File: src/rtl/fuzzy_rule_sequencer.sv
// Rule-walk sequencer for the two-input interval type-2 fuzzy controller:
// scans the rule base, accumulates centroid sums and drives the shared divider.
module fuzzy_rule_sequencer #(
  parameter int N_FOU  = 3,
  parameter int W_DADO = 8,
  parameter int W_ACC  = 24,
  parameter int W_IDX  = 4
) (
  input  logic                clk_0,
  input  logic                Srst_n,
  input  logic                EN_REGRAS,
  input  logic                inicio,
  input  logic [2*N_FOU-1:0]  FOU_ATIVO,
  output logic                ocupado,
  output logic                reset_mem,
  output logic [W_IDX-1:0]    regra_idx,
  output logic                regra_req,
  input  logic                fire_valid,
  input  logic [W_DADO-1:0]   w_up,
  input  logic [W_DADO-1:0]   w_low,
  input  logic [W_DADO-1:0]   centroide,
  output logic                div_start,
  output logic [W_ACC-1:0]    div_num,
  output logic [W_ACC-1:0]    div_den,
  input  logic                div_done,
  input  logic [W_DADO-1:0]   div_quoc,
  output logic [W_DADO-1:0]   saida_defuzzy,
  output logic                saida_valida,
  output logic                sem_regra
);

  // state     | meaning
  // IDLE      | waiting for inicio with EN_REGRAS
  // CLR_MEM   | one-cycle membership-memory clear
  // SCAN      | test rule k against the latched mask
  // WAIT_FIRE | regra_req held until fire_valid, then accumulate
  // DIV_START | one-cycle divider start
  // DIV_WAIT  | waiting for div_done
  // FIM       | one-cycle result strobe
  typedef enum logic [2:0] {
    IDLE, CLR_MEM, SCAN, WAIT_FIRE, DIV_START, DIV_WAIT, FIM
  } state_t;

  localparam logic [W_IDX-1:0] LAST_K = W_IDX'(N_FOU * N_FOU - 1);
  localparam int               N_SLOT = 2 ** W_IDX;

  state_t               state_q, state_d;
  logic [W_IDX-1:0]     k_q, k_d;
  logic [W_ACC-1:0]     num_q, num_d, den_q, den_d;
  logic [2*N_FOU-1:0]   mask_q, mask_d;
  logic [W_DADO-1:0]    saida_q, saida_d;
  logic                 sem_q, sem_d;

  logic [N_SLOT-1:0]    rule_act;
  logic [W_DADO:0]      soma;
  logic [2*W_DADO:0]    prod;
  logic                 fim_regras;
  logic [W_ACC-1:0]     den_final;

  // Rule k = i*N_FOU + j is live when both of its input FOUs are active.
  always_comb begin
    rule_act = '0;
    for (int i = 0; i < N_FOU; i++)
      for (int j = 0; j < N_FOU; j++)
        rule_act[i*N_FOU + j] = mask_q[i] & mask_q[N_FOU + j];
  end

  assign soma = {1'b0, w_up} + {1'b0, w_low};
  assign prod = (2*W_DADO+1)'(soma) * (2*W_DADO+1)'(centroide);

  always_comb begin
    state_d    = state_q;
    k_d        = k_q;
    num_d      = num_q;
    den_d      = den_q;
    mask_d     = mask_q;
    saida_d    = saida_q;
    sem_d      = sem_q;
    fim_regras = 1'b0;
    den_final  = den_q;

    if (state_q != IDLE && !EN_REGRAS) begin
      state_d = IDLE;
    end else begin
      unique case (state_q)
        IDLE: if (inicio && EN_REGRAS) begin
          state_d = CLR_MEM;
          k_d     = '0;
          num_d   = '0;
          den_d   = '0;
          mask_d  = FOU_ATIVO;
        end
        CLR_MEM: state_d = SCAN;
        SCAN: begin
          if (rule_act[k_q])       state_d = WAIT_FIRE;
          else if (k_q == LAST_K)  fim_regras = 1'b1;
          else                     k_d = k_q + 1'b1;
        end
        WAIT_FIRE: if (fire_valid) begin
          num_d     = num_q + W_ACC'(prod);
          den_d     = den_q + W_ACC'(soma);
          den_final = den_d;
          if (k_q == LAST_K) begin
            fim_regras = 1'b1;
          end else begin
            k_d     = k_q + 1'b1;
            state_d = SCAN;
          end
        end
        DIV_START: state_d = DIV_WAIT;
        DIV_WAIT: if (div_done) begin
          saida_d = div_quoc;
          sem_d   = 1'b0;
          state_d = FIM;
        end
        FIM:     state_d = IDLE;
        default: state_d = IDLE;
      endcase

      // Zero denominator skips the divider and reports an empty rule set.
      if (fim_regras) begin
        if (den_final != '0) begin
          state_d = DIV_START;
        end else begin
          state_d = FIM;
          sem_d   = 1'b1;
          saida_d = '0;
        end
      end
    end
  end

  always_ff @(posedge clk_0 or negedge Srst_n) begin
    if (!Srst_n) begin
      state_q <= IDLE;
      k_q     <= '0;
      num_q   <= '0;
      den_q   <= '0;
      mask_q  <= '0;
      saida_q <= '0;
      sem_q   <= 1'b0;
    end else begin
      state_q <= state_d;
      k_q     <= k_d;
      num_q   <= num_d;
      den_q   <= den_d;
      mask_q  <= mask_d;
      saida_q <= saida_d;
      sem_q   <= sem_d;
    end
  end

  assign ocupado       = (state_q != IDLE);
  assign reset_mem     = (state_q == CLR_MEM);
  assign regra_req     = (state_q == WAIT_FIRE);
  assign regra_idx     = k_q;
  assign div_start     = (state_q == DIV_START);
  assign div_num       = num_q;
  assign div_den       = den_q;
  assign saida_valida  = (state_q == FIM);
  assign saida_defuzzy = saida_q;
  assign sem_regra     = sem_q;

endmodule

File: config.mk
export PLATFORM = sky130hd
export DESIGN_NAME = fuzzy_rule_sequencer
export DESIGN_NICKNAME = d
export VERILOG_FILES = /design/src/rtl/fuzzy_rule_sequencer.sv
export SDC_FILE = /design/constraint.sdc
export NUM_CORES = 1
export LEC_CHECK = 0
export BUFFER_PORTS_ARGS = -buffer_cell sky130_fd_sc_hd__buf_4
export CORE_ASPECT_RATIO = 1.4
export CORE_UTILIZATION = 40
export CTS_CLUSTER_DIAMETER = 60
export DETAILED_ROUTE_END_ITERATION = 16
export HOLD_SLACK_MARGIN = 0.02
export SLEW_MARGIN = 10
export SYNTH_ARGS = -nofsm -noshare
export SYNTH_HDL_FRONTEND = slang
export SYNTH_SLANG_ARGS = --single-unit
File: constraint.sdc
create_clock -name clk_0 -period 4.5 [get_ports clk_0]
set_input_delay 0 -clock clk_0 [delete_from_list [all_inputs] [get_ports clk_0]]
set_output_delay 0 -clock clk_0 [all_outputs]
set_load 0.01 [all_outputs]
==> results of run 1 <==
-- layout make-up --
cell class / count / area (um^2) / share of cell area [%]
Timing Repair Buffer: 196 / 1560 / 15.9
Multi-Input combinational cell: 625 / 5440 / 55.6
Inverter: 121 / 457 / 4.67
Clock buffer: 9 / 225 / 2.30
Tap cell: 240 / 300 / 3.07
Sequential cell: 70 / 1750 / 17.9
Clock inverter: 7 / 47.5 / 0.486
-- per-layer routing --
metal / part of all wire (%) / global-route usage [%]
met1: 41 / 27.5
met2: 53 / 43.0
met3: 4.2 / 3.81
met4: 2.2 / 7.63
met5: 0 / 0
-- metrics by stage --
stage,std cells,setup TNS [ps]
after floorplan,845,-5810
after global placement,1222,-12790
after detailed placement,1222,-13520
after CTS,1264,-6850
after global routing,1268,-9870
final,1268,-6450
-- flip-flops by register name, summed over array words and instances (netlist names) --
signal         flops
mask_q             6
state_q            3
sem_regra          1
regra_idx          4
div_num           24
saida_defuzzy      8
div_den           24
-- Yosys cell counts, types with 3 or more instances --
| library cell | number |
|---|---|
| o211a_1 | 3 |
| mux2i_1 | 5 |
| o21bai_1 | 5 |
| o22ai_1 | 7 |
| o2111ai_1 | 3 |
| and4_1 | 5 |
| a211oi_1 | 4 |
| a21oi_1 | 36 |
| o211ai_1 | 5 |
| o31ai_1 | 9 |
| nor2_1 | 32 |
| mux2_2 | 10 |
| a221o_1 | 3 |
| nand2b_1 | 8 |
| nand4_1 | 9 |
| fa_1 | 59 |
| o21ai_1 | 8 |
| xnor2_1 | 18 |
| nand3b_1 | 3 |
| dfrtp_1 | 70 |
| a31oi_1 | 8 |
| a21o_1 | 10 |
| ha_1 | 61 |
| xor2_1 | 11 |
| nor2b_1 | 8 |
| and2_1 | 45 |
| nor4_1 | 5 |
| or3_1 | 9 |
| inv_1 | 120 |
| and3_1 | 13 |
| clkbuf_1 | 22 |
| o21ai_0 | 49 |
| buf_2 | 5 |
| nand3_1 | 18 |
| a22o_1 | 8 |
| nand2_1 | 99 |
| nor3_1 | 12 |
-- placed cells by master (no fill, tap or decap), types with 9 or more instances in the layout --
cell type and n:
and3_1 12, xnor2_1 14, fa_1 58, nand2_2 9, nand3_1 17, o21ai_1 15, and2_1 43, dfrtp_1 70
dlygate4sd3_1 16, ha_1 51, buf_6 10, nor3_1 12, mux2_2 10, a21oi_2 10, o21ai_0 38, xor2_1 10
inv_2 11, nor2_1 31, clkbuf_16 9, ha_4 10, o31ai_1 9, nand2_1 89, buf_4 169, a21o_1 9
a21oi_1 25, inv_1 109, nand4_1 9
-- power breakdown --
group	switching, mW	internal, mW	total [mW]	leakage [nW]
Sequential	0.182	0.779	0.961	0.948
Clock	0.312	0.375	0.687	0.132
Combinational	3.20	3.30	6.50	3.72
-- worst min path at each step --
stage / endpoint / slack [ps]
after detailed placement: div_den[14] / 220
after global placement: div_den[14] / 210
final: state_q[2] / 140
after CTS: div_den[9] / 130
after floorplan: div_den[0] / -300
after global routing: state_q[2] / 160
-- tightest hold or removal path, stage by stage --
cell and delay [ps]:
buf_4 90, a21oi_1 80, a211oi_1 170, o21ai_0 90
-- logic make-up (layout without fill, tap and decap cells) --
kind of cell	count (synthesis)	after routing	share of synthesized area, %
DFF	70	70	23.9
buffers and inverters	150	333	7.78
and+or+nand+nor	277	277	19.2
adders and majority gates	120	120	26.5
muxes	16	16	2.52
AOI/OAI and AO/OA	183	183	16.6
xor gates and xnor gates	29	29	3.46
-- repair_timing --
| action | in CTS | in global routing |
|---|---|---|
| setup endpoints to repair | 14 | 27 |
| gates resized for setup | 39 | 37 |
| gates cloned | 0 | 0 |
| setup buffers | 13 | 4 |
| hold buffers | 16 | 0 |
| endpoints found under the hold margin | 85 | 0 |
| pin swaps | 39 | 36 |
==> metrics.cfg, run 1 <==
[outcome]
run_status=finished with violations
violations=setup timing

[synthesis]
synth-edff-count=0
synthesis.area_mm2=0.00734
synth_nets=1009
yosys-top-cells-area=dfrtp_1 24%, fa_1 16%, ha_1 10%, inv_1 6.1%, nand2_1 5.1%
avgSynthCellArea_um2=8.68
ys_seq_area_share_pct=23.9
synth_cells=845
ys.flop_type=dfrtp_1
yosys_warnings=0
async_reset_ff_share_pct=100
synth_cell_types=67
yosysTopAreaCell=dfrtp_1
synth-seq-cells=70
synth_top_area_share_pct=23.9

[worst_setup_path]
crit_start=w_up[0]
cp.depth=26
crit_end=div_num[22]
criticalPathCategory=primary input to flop
path_delay_family=adder cells
regToRegSetupSlack_ps=-100
cp_num_buf_inv=6
path_max_fanout=7
crit_required_ps=4760
crit_slowest_cell=fa_1
startpoint_type=primary input
critPathMostFrequentCell=fa_1
arrival_ps=5460
r2r_cells=18
rr_startpoint=div_num[4]
slowest_delay_ps=520
r2r_end=div_num[22]
end_kind=flop

[clock_tree]
cts_sinks=70
clk_pin_slew_ps=60
clockRootBuffer=clkbuf_16
h-tree-depth=3
cts_made_buffers=9
cts_tree=built
insertion_delay_ps=340
clk_path_buf_depth=2

[min_path]
worstHoldStart=inicio
hold_depth=4
min_path_type=primary input to flop

[die]
initial_core_util_pct=40.8
core_area_mm2=0.0180
die_w_um=116
ios=110
rows=58
die_area_mm2=0.0189
die_height_um=162

[layout]
areaGrowthSynthToFinish_pct=33.2
nets=1187
design_area_mm2=0.00977
fin_util_pct=54.3
fill_cells=1717
drive_gt1_share_pct=27.9
antenna_cells=0

[run]
max_cap_viol_count=0

[sta]
clock.fmax_mhz=192
setup_viol=14
fin_worst_skew_ps=10.7
hold_ws_ps=141
max_slew_margin_pct=34.6
worst_pin_slew_ps=982
finalHoldViolCount=0
min_period_over_period_pct=115
slew_viol_final=0
rsz0062_at_grt=true
period_minus_slack_ps=5190
finalWorstSetupSlack_ps=-695

[detailed_routing]
drt-total-wl_um=21000
dr.pass1.iters=5
wire_per_inst_um=16.5
vias=6675
drc=0
vias_per_cell=5.26
drt_iter0_markers=224
drtAntennaViolNets=0

[grt]
grt_overflow=0
antenna_found_initial=0
grt_pass1_vias=7006
grt_max_degree=71
grt.total_usage_pct=23.6
grt_pass1_wl_um=34300

[power]
ir_drop_mv=0.686
p_leak_nw=4.80
total_power_mw=8.15
cellPowerDensity_mw_per_mm2=834

[placement]
place_congestion=0.857
port_buffers=109
post_dp_cell_area_mm2=0.00891
dpl.hpwl_um=15600
pre_cts_ws_ps=-1060

No activity file was read; power rests on OpenSTA's default activity.
==> run 2, diff against run 1 <==
--- a/config.mk
+++ b/config.mk
@@ -10,6 +10,7 @@
 export CORE_UTILIZATION = 40
 export CTS_CLUSTER_DIAMETER = 60
 export DETAILED_ROUTE_END_ITERATION = 16
+export GPL_TIMING_DRIVEN = 0
 export HOLD_SLACK_MARGIN = 0.02
 export SLEW_MARGIN = 10
 export SYNTH_ARGS = -nofsm -noshare
==> run 2 against run 1 <==
  * Die area did not move
  * Sequential cell count stayed put
  * Highest routed layer unchanged
  * The flow still finishes with violations (setup timing)
  * Sequential power shrank 2.1%
  * Largest cell class unchanged
==> metrics.cfg, run 2 (synthesis results as in run 1) <==
[min_path]
min_path_type=primary input to flop  ; unchanged

[outcome]
run_status=finished with violations  ; unchanged
violations=setup timing  ; unchanged

[placement]
place_congestion=0.879  ; was 0.857
port_buffers=107  ; was 109
dpl.hpwl_um=15500  ; was 15600 um

[run]
max_cap_viol_count=0  ; unchanged

[detailed_routing]
drc=0  ; unchanged
vias=6750  ; was 6675
vias_per_cell=5.36  ; was 5.26
drt_iter0_markers=259  ; was 224
wire_per_inst_um=17.0  ; was 16.5 um
drt-total-wl_um=21400  ; was 21000 um
drtAntennaViolNets=0  ; unchanged
dr.pass1.iters=5  ; unchanged

[sta]
min_period_over_period_pct=115  ; about the same
worst_pin_slew_ps=932  ; was 982 ps
finalHoldViolCount=0  ; unchanged
finalSetupTns_ps=-7410  ; was -6450 ps
clock.fmax_mhz=193  ; was 192 MHz
finalWorstSetupSlack_ps=-671  ; was -695 ps
slew_viol_final=0  ; unchanged
max_slew_margin_pct=37.8  ; was 34.6%
hold_ws_ps=20.2  ; was 141 ps
setup_viol=13  ; was 14
fin_worst_skew_ps=8.37  ; was 10.7 ps
period_minus_slack_ps=5170  ; was 5190 ps
rsz0062_at_grt=true  ; unchanged

[grt]
antenna_found_initial=0  ; unchanged
grt_max_degree=71  ; unchanged
grt.total_usage_pct=23.7  ; was 23.6%
grt_pass1_wl_um=34600  ; was 34300 um
grt_pass1_vias=6923  ; was 7006
grt_overflow=0  ; unchanged

[clock_tree]
clockRootBuffer=clkbuf_16  ; unchanged
h-tree-depth=3  ; unchanged
clk_pin_slew_ps=60  ; about the same
clk_path_buf_depth=2  ; unchanged
cts_tree=built  ; unchanged
cts_sinks=70  ; unchanged
cts_made_buffers=9  ; unchanged
insertion_delay_ps=340  ; about the same

[worst_setup_path]
end_kind=flop  ; unchanged
path_max_fanout=4  ; was 7
criticalPathCategory=primary input to flop  ; unchanged
startpoint_type=primary input  ; unchanged
arrival_ps=5370  ; was 5460 ps
crit_required_ps=4690  ; was 4760 ps

[die]
ios=110  ; unchanged
rows=58  ; unchanged
die_area_mm2=0.0189  ; unchanged
die_height_um=162  ; unchanged
die_w_um=116  ; unchanged
core_area_mm2=0.0180  ; unchanged
initial_core_util_pct=40.8  ; unchanged

[layout]
areaGrowthSynthToFinish_pct=33.2  ; about the same
fill_cells=1716  ; was 1717
layout_common_cells=134 x buf_4, 112 x inv_1, 88 x nand2_1  ; was 169 x buf_4, 109 x inv_1, 89 x nand2_1
seqCellArea_mm2=0.00175  ; unchanged
antenna_cells=0  ; unchanged
multi_input_area_mm2=0.00549  ; was 0.00544 mm^2
nets=1179  ; was 1187
drive_gt1_share_pct=25.5  ; was 27.9%
layout_commonest_cell=buf_4  ; unchanged

[power]
p_leak_nw=4.73  ; was 4.80 nW
cellPowerDensity_mw_per_mm2=807  ; was 834 mW/mm^2
ir_drop_mv=0.604  ; was 0.686 mV

==> run 2: changes by cell type in the layout (fill, tap and decap cells not counted), moves of 2 or more <==
| cell | previous run | this run |
|---|---|---|
| buf_6 | 10 | 7 |
| clkbuf_1 | 0 | 22 |
| xnor2_4 | 1 | 4 |
| fa_2 | 1 | 3 |
| buf_4 | 169 | 134 |
| buf_2 | 0 | 5 |
| inv_2 | 11 | 9 |
| inv_1 | 109 | 112 |
| bufinv_16 | 0 | 4 |
| clkinv_2 | 3 | 0 |
| buf_12 | 0 | 2 |
| fa_1 | 58 | 56 |
| xnor2_1 | 14 | 12 |
==> run 2: layout make-up <==
cell class | count | share of cell area [%]
multi-input cells | 625 | 56.2
flip-flops and latches | 70 | 17.9
repair buffers | 159 | 13.2
inverters | 121 | 4.65
well taps | 240 | 3.07
clock buffers | 9 | 2.31
clock inverters | 7 | 1.49
plain buffers | 29 | 1.19
==> run 2: critical path, stage by stage <==
cell	delay, ps
buf_8	70
ha_4	130
inv_2	30
fa_2	340
nor2b_2	130
o21ai_2	70
a21boi_2	140
o21ai_1	80
nand2b_1	210
xor2_4	220
buf_12	140
buf_6	90
nand2_4	40
fa_2	530
inv_2	40
fa_2	460
fa_1	510
inv_2	40
fa_1	510
inv_2	40
ha_4	220
and3_4	150
a221o_1	380
a211oi_2	300
buf_4	170
o31ai_2	60
xnor2_1	170
o21ai_1	80
==> run 2: where the power goes <==
group | internal, mW | switching (mW) | total [mW] | leakage [nW]
clock network | 0.601 | 0.307 | 0.908 | 0.176
registers | 0.780 | 0.162 | 0.941 | 0.948
logic | 2.89 | 3.15 | 6.04 | 3.61
==> run 2: path summary, 6_finish.rpt <==
path / depth (start not counted) / from / end / slack, ps
setup / recovery: 28 / w_low[0] / div_num[18] / -670
hold / removal: 3 / EN_REGRAS / state_q[2] / 20
setup reg to reg: 18 / div_num[4] / div_num[18] / -20
hold reg to reg: 1 / sem_regra / sem_regra / 490
max in group asynchronous: 2 / Srst_n / div_num[17] / 3540
min in group asynchronous: 2 / Srst_n / div_den[18] / 330
==> run 2: repair_timing <==
| item | in CTS | in global routing |
|---|---|---|
| gates resized for setup | 35 | 45 |
| hold buffers | 15 | 0 |
| hold endpoints to repair | 84 | 0 |
| buffers inserted | 21 | 17 |
| pin swaps | 46 | 44 |
| setup endpoints to repair | 25 | 26 |
==> run 2: per-stage QoR <==
step	utilization, %	power, mW	cell area, um^2	std cells	setup slack (ps)
final	54.3	7.89	9770	1260	-671
after global routing	54.3	8.58	9770	1260	-928
after CTS	52.4	7.06	9440	1244	-732
after detailed placement	47.7	5.56	8590	1192	-1400
after global placement	47.7	5.52	8590	1192	-1390
after floorplan	-	4.44	7480	845	-619
==> run 2: metal layers <==
layer,track usage [%],wire (um)
met1,28.8,8770
met5,0,0
met2,43.0,11400
met4,7.34,362
met3,2.87,902
==> run 3, diff against run 2 <==
--- a/config.mk
+++ b/config.mk
@@ -7,12 +7,13 @@
 export LEC_CHECK = 0
 export BUFFER_PORTS_ARGS = -buffer_cell sky130_fd_sc_hd__buf_4
 export CORE_ASPECT_RATIO = 1.4
+export CORE_MARGIN = 3
 export CORE_UTILIZATION = 40
 export CTS_CLUSTER_DIAMETER = 60
+export CTS_CLUSTER_SIZE = 14
 export DETAILED_ROUTE_END_ITERATION = 16
 export GPL_TIMING_DRIVEN = 0
 export HOLD_SLACK_MARGIN = 0.02
-export SLEW_MARGIN = 10
 export SYNTH_ARGS = -nofsm -noshare
 export SYNTH_HDL_FRONTEND = slang
 export SYNTH_SLANG_ARGS = --single-unit
==> run 3 against run 2 <==
  * The flow still finishes with violations (setup timing)
  * Setup slack worse by 20 ps
  * Register-to-register slack worse by 40 ps
  * Worst hold slack gained 27 ps
  * Sequential power hardly changed
  * Die area rose by 6.0%
  * Critical path type unchanged
  * Largest cell class unchanged
==> metrics.cfg, run 3 (synthesis results as in run 1) <==
[detailed_routing]
drtAntennaViolNets=0  ; unchanged
dr.pass1.iters=4  ; was 5
wire_per_inst_um=16.7  ; was 17.0 um
vias=6676  ; was 6750
drt-total-wl_um=21000  ; was 21400 um
vias_per_cell=5.32  ; was 5.36
drc=0  ; unchanged
drt_iter0_markers=311  ; was 259

[min_path]
min_path_type=primary input to flop  ; unchanged
hold_depth=3  ; unchanged

[placement]
place_congestion=0.894  ; was 0.879
dp_cells=1192  ; unchanged
port_buffers=107  ; unchanged
dpl.hpwl_um=15500  ; about the same
post_dp_cell_area_mm2=0.00859  ; unchanged

[worst_setup_path]
regToRegSetupSlack_ps=-60  ; was -20 ps
end_kind=flop  ; unchanged
criticalPathCategory=primary input to flop  ; unchanged
path_max_fanout=5  ; was 4
arrival_ps=5450  ; was 5370 ps
startpoint_type=primary input  ; unchanged
r2r_cells=18  ; unchanged
crit_required_ps=4760  ; was 4690 ps

[layout]
fill_cells=1728  ; was 1716
antenna_cells=0  ; unchanged
design_area_mm2=0.00960  ; was 0.00977 mm^2
final_cells=1256  ; was 1260
layout_commonest_cell=buf_4  ; unchanged
layout_common_cells=134 x buf_4, 110 x inv_1, 92 x nand2_1  ; was 134 x buf_4, 112 x inv_1, 88 x nand2_1
drive_gt1_share_pct=24.4  ; was 25.5%
areaGrowthSynthToFinish_pct=30.8  ; was 33.2%
nets=1175  ; was 1179

[grt]
grt_overflow=0  ; unchanged
grt_pass1_vias=6984  ; was 6923
grt_pass1_wl_um=34500  ; was 34600 um
grt_max_degree=71  ; unchanged
grt.total_usage_pct=21.2  ; was 23.7%
antenna_found_initial=0  ; unchanged

[clock_tree]
cts_tree=built  ; unchanged
clockRootBuffer=clkbuf_16  ; unchanged
insertion_delay_ps=340  ; about the same
clk_pin_slew_ps=60  ; about the same
cts_sinks=70  ; unchanged
h-tree-depth=3  ; unchanged
cts_made_buffers=9  ; unchanged
clk_path_buf_depth=2  ; unchanged

[die]
rows=58  ; unchanged
die_area_mm2=0.0200  ; was 0.0189 mm^2
ios=110  ; unchanged
core_area_mm2=0.0180  ; unchanged
die_w_um=120  ; was 116 um
initial_core_util_pct=40.8  ; unchanged
die_height_um=166  ; was 162 um

[power]
seqPwrFrac_pct=12.7  ; was 11.9%
power_frac_clock_pct=10.1  ; was 11.5%
p_comb_share_pct=77.2  ; was 76.5%
p_int_mw=3.96  ; was 4.27 mW
p_leak_nw=4.66  ; was 4.73 nW
cellPowerDensity_mw_per_mm2=773  ; was 807 mW/mm^2
sw_frac_of_total_pct=46.6  ; was 45.9%
ir_drop_mv=0.543  ; was 0.604 mV
netSwitchingPower_mw=3.46  ; was 3.62 mW
total_power_mw=7.42  ; was 7.89 mW

[outcome]
run_status=finished with violations  ; unchanged
violations=setup timing  ; unchanged

[sta]
clock.fmax_mhz=193  ; about the same
setup_viol=13  ; unchanged
hold_ws_ps=47.3  ; was 20.2 ps
fin_worst_skew_ps=5.93  ; was 8.37 ps
period_minus_slack_ps=5190  ; was 5170 ps
finalHoldViolCount=0  ; unchanged
slew_viol_final=0  ; unchanged
min_period_over_period_pct=115  ; about the same
worst_pin_slew_ps=939  ; was 932 ps
max_slew_margin_pct=37.4  ; was 37.8%
rsz0062_at_grt=true  ; unchanged
finalWorstSetupSlack_ps=-691  ; was -671 ps

[run]
max_cap_viol_count=0  ; unchanged

==> run 3: cell count changes in the layout (fill, tap and decap cells not counted), sizes merged <==
cell and delta:
bufinv -3, clkinvlp +1, clkinv +1, inv +1, buf -4
==> run 3: timing repair <==
item,in CTS,in global routing
hold buffers,15,0
setup buffers,26,7
pin swaps,38,43
hold endpoints to repair,84,0
endpoints found under the setup margin,25,28
cloned,0,0
resized for setup,37,33
==> run 3: per-stage QoR <==
| stage | setup WS [ps] | setup TNS, ps | utilization (%) |
|---|---|---|---|
| detailed placement | -1420 | -22140 | 47.7 |
| finish | -691 | -7060 | 53.3 |
| floorplan | -619 | -5810 | - |
| global route | -904 | -10510 | 53.3 |
| global placement | -1380 | -20940 | 47.7 |
| CTS | -708 | -7410 | 52.2 |
==> run 3: path summary, 6_finish.rpt <==
check	start	endpoint
min reg2reg	sem_regra	sem_regra
max in group asynchronous	Srst_n	div_num[17]
min in group asynchronous	Srst_n	div_den[18]
max	w_up[0]	div_num[23]
max reg2reg	div_num[4]	div_num[22]
min	EN_REGRAS	state_q[2]
==> run 3: layer usage <==
layer / global-route usage (%) / part of all wire, % / up-vias / wire length, um
met4: 6.16 / 1.8 / 0 / 380
met5: 0 / 0 / - / 0
met2: 39.1 / 53 / 181 / 11100
li1: - / - / 3213 / -
met1: 24.7 / 40 / 3254 / 8420
met3: 3.75 / 5.2 / 28 / 1100
==> run 3: final cells by class <==
type	count	area (um^2)	area share [%]
multi-input combinational	625	5440	56.7
sequential	70	1750	18.2
timing repair buffer	155	1230	12.8
inverter	121	457	4.76
tap	240	300	3.13
clock buffer	9	225	2.35
buffer	29	116	1.21
clock inverter	7	80.1	0.834
==> run 3: power by group through the flow <==
stage	sequential [mW]	combinational [mW]	clock (mW)
floorplan	0.950	3.49	0
global placement	0.946	4.58	0
detailed placement	0.950	4.59	0
CTS	0.941	5.29	0.766
global route	0.964	6.42	0.796
finish	0.940	5.73	0.750
==> run 3: critical path, stage by stage <==
cell and delay (ps):
buf_8 70, ha_4 120, inv_2 30, fa_2 340, nor2b_2 130, o21ai_2 70, a21boi_2 140, o21ai_1 70
nand2b_1 210, xor2_4 240, buf_6 140, nand2_4 40, fa_1 530, inv_2 40, fa_1 480, inv_2 40
fa_2 460, fa_1 540, inv_2 50, ha_4 290, a21oi_4 60, o211ai_1 270, a41oi_2 180, o21bai_2 240
a31oi_4 140, or3_1 370, a21oi_1 150
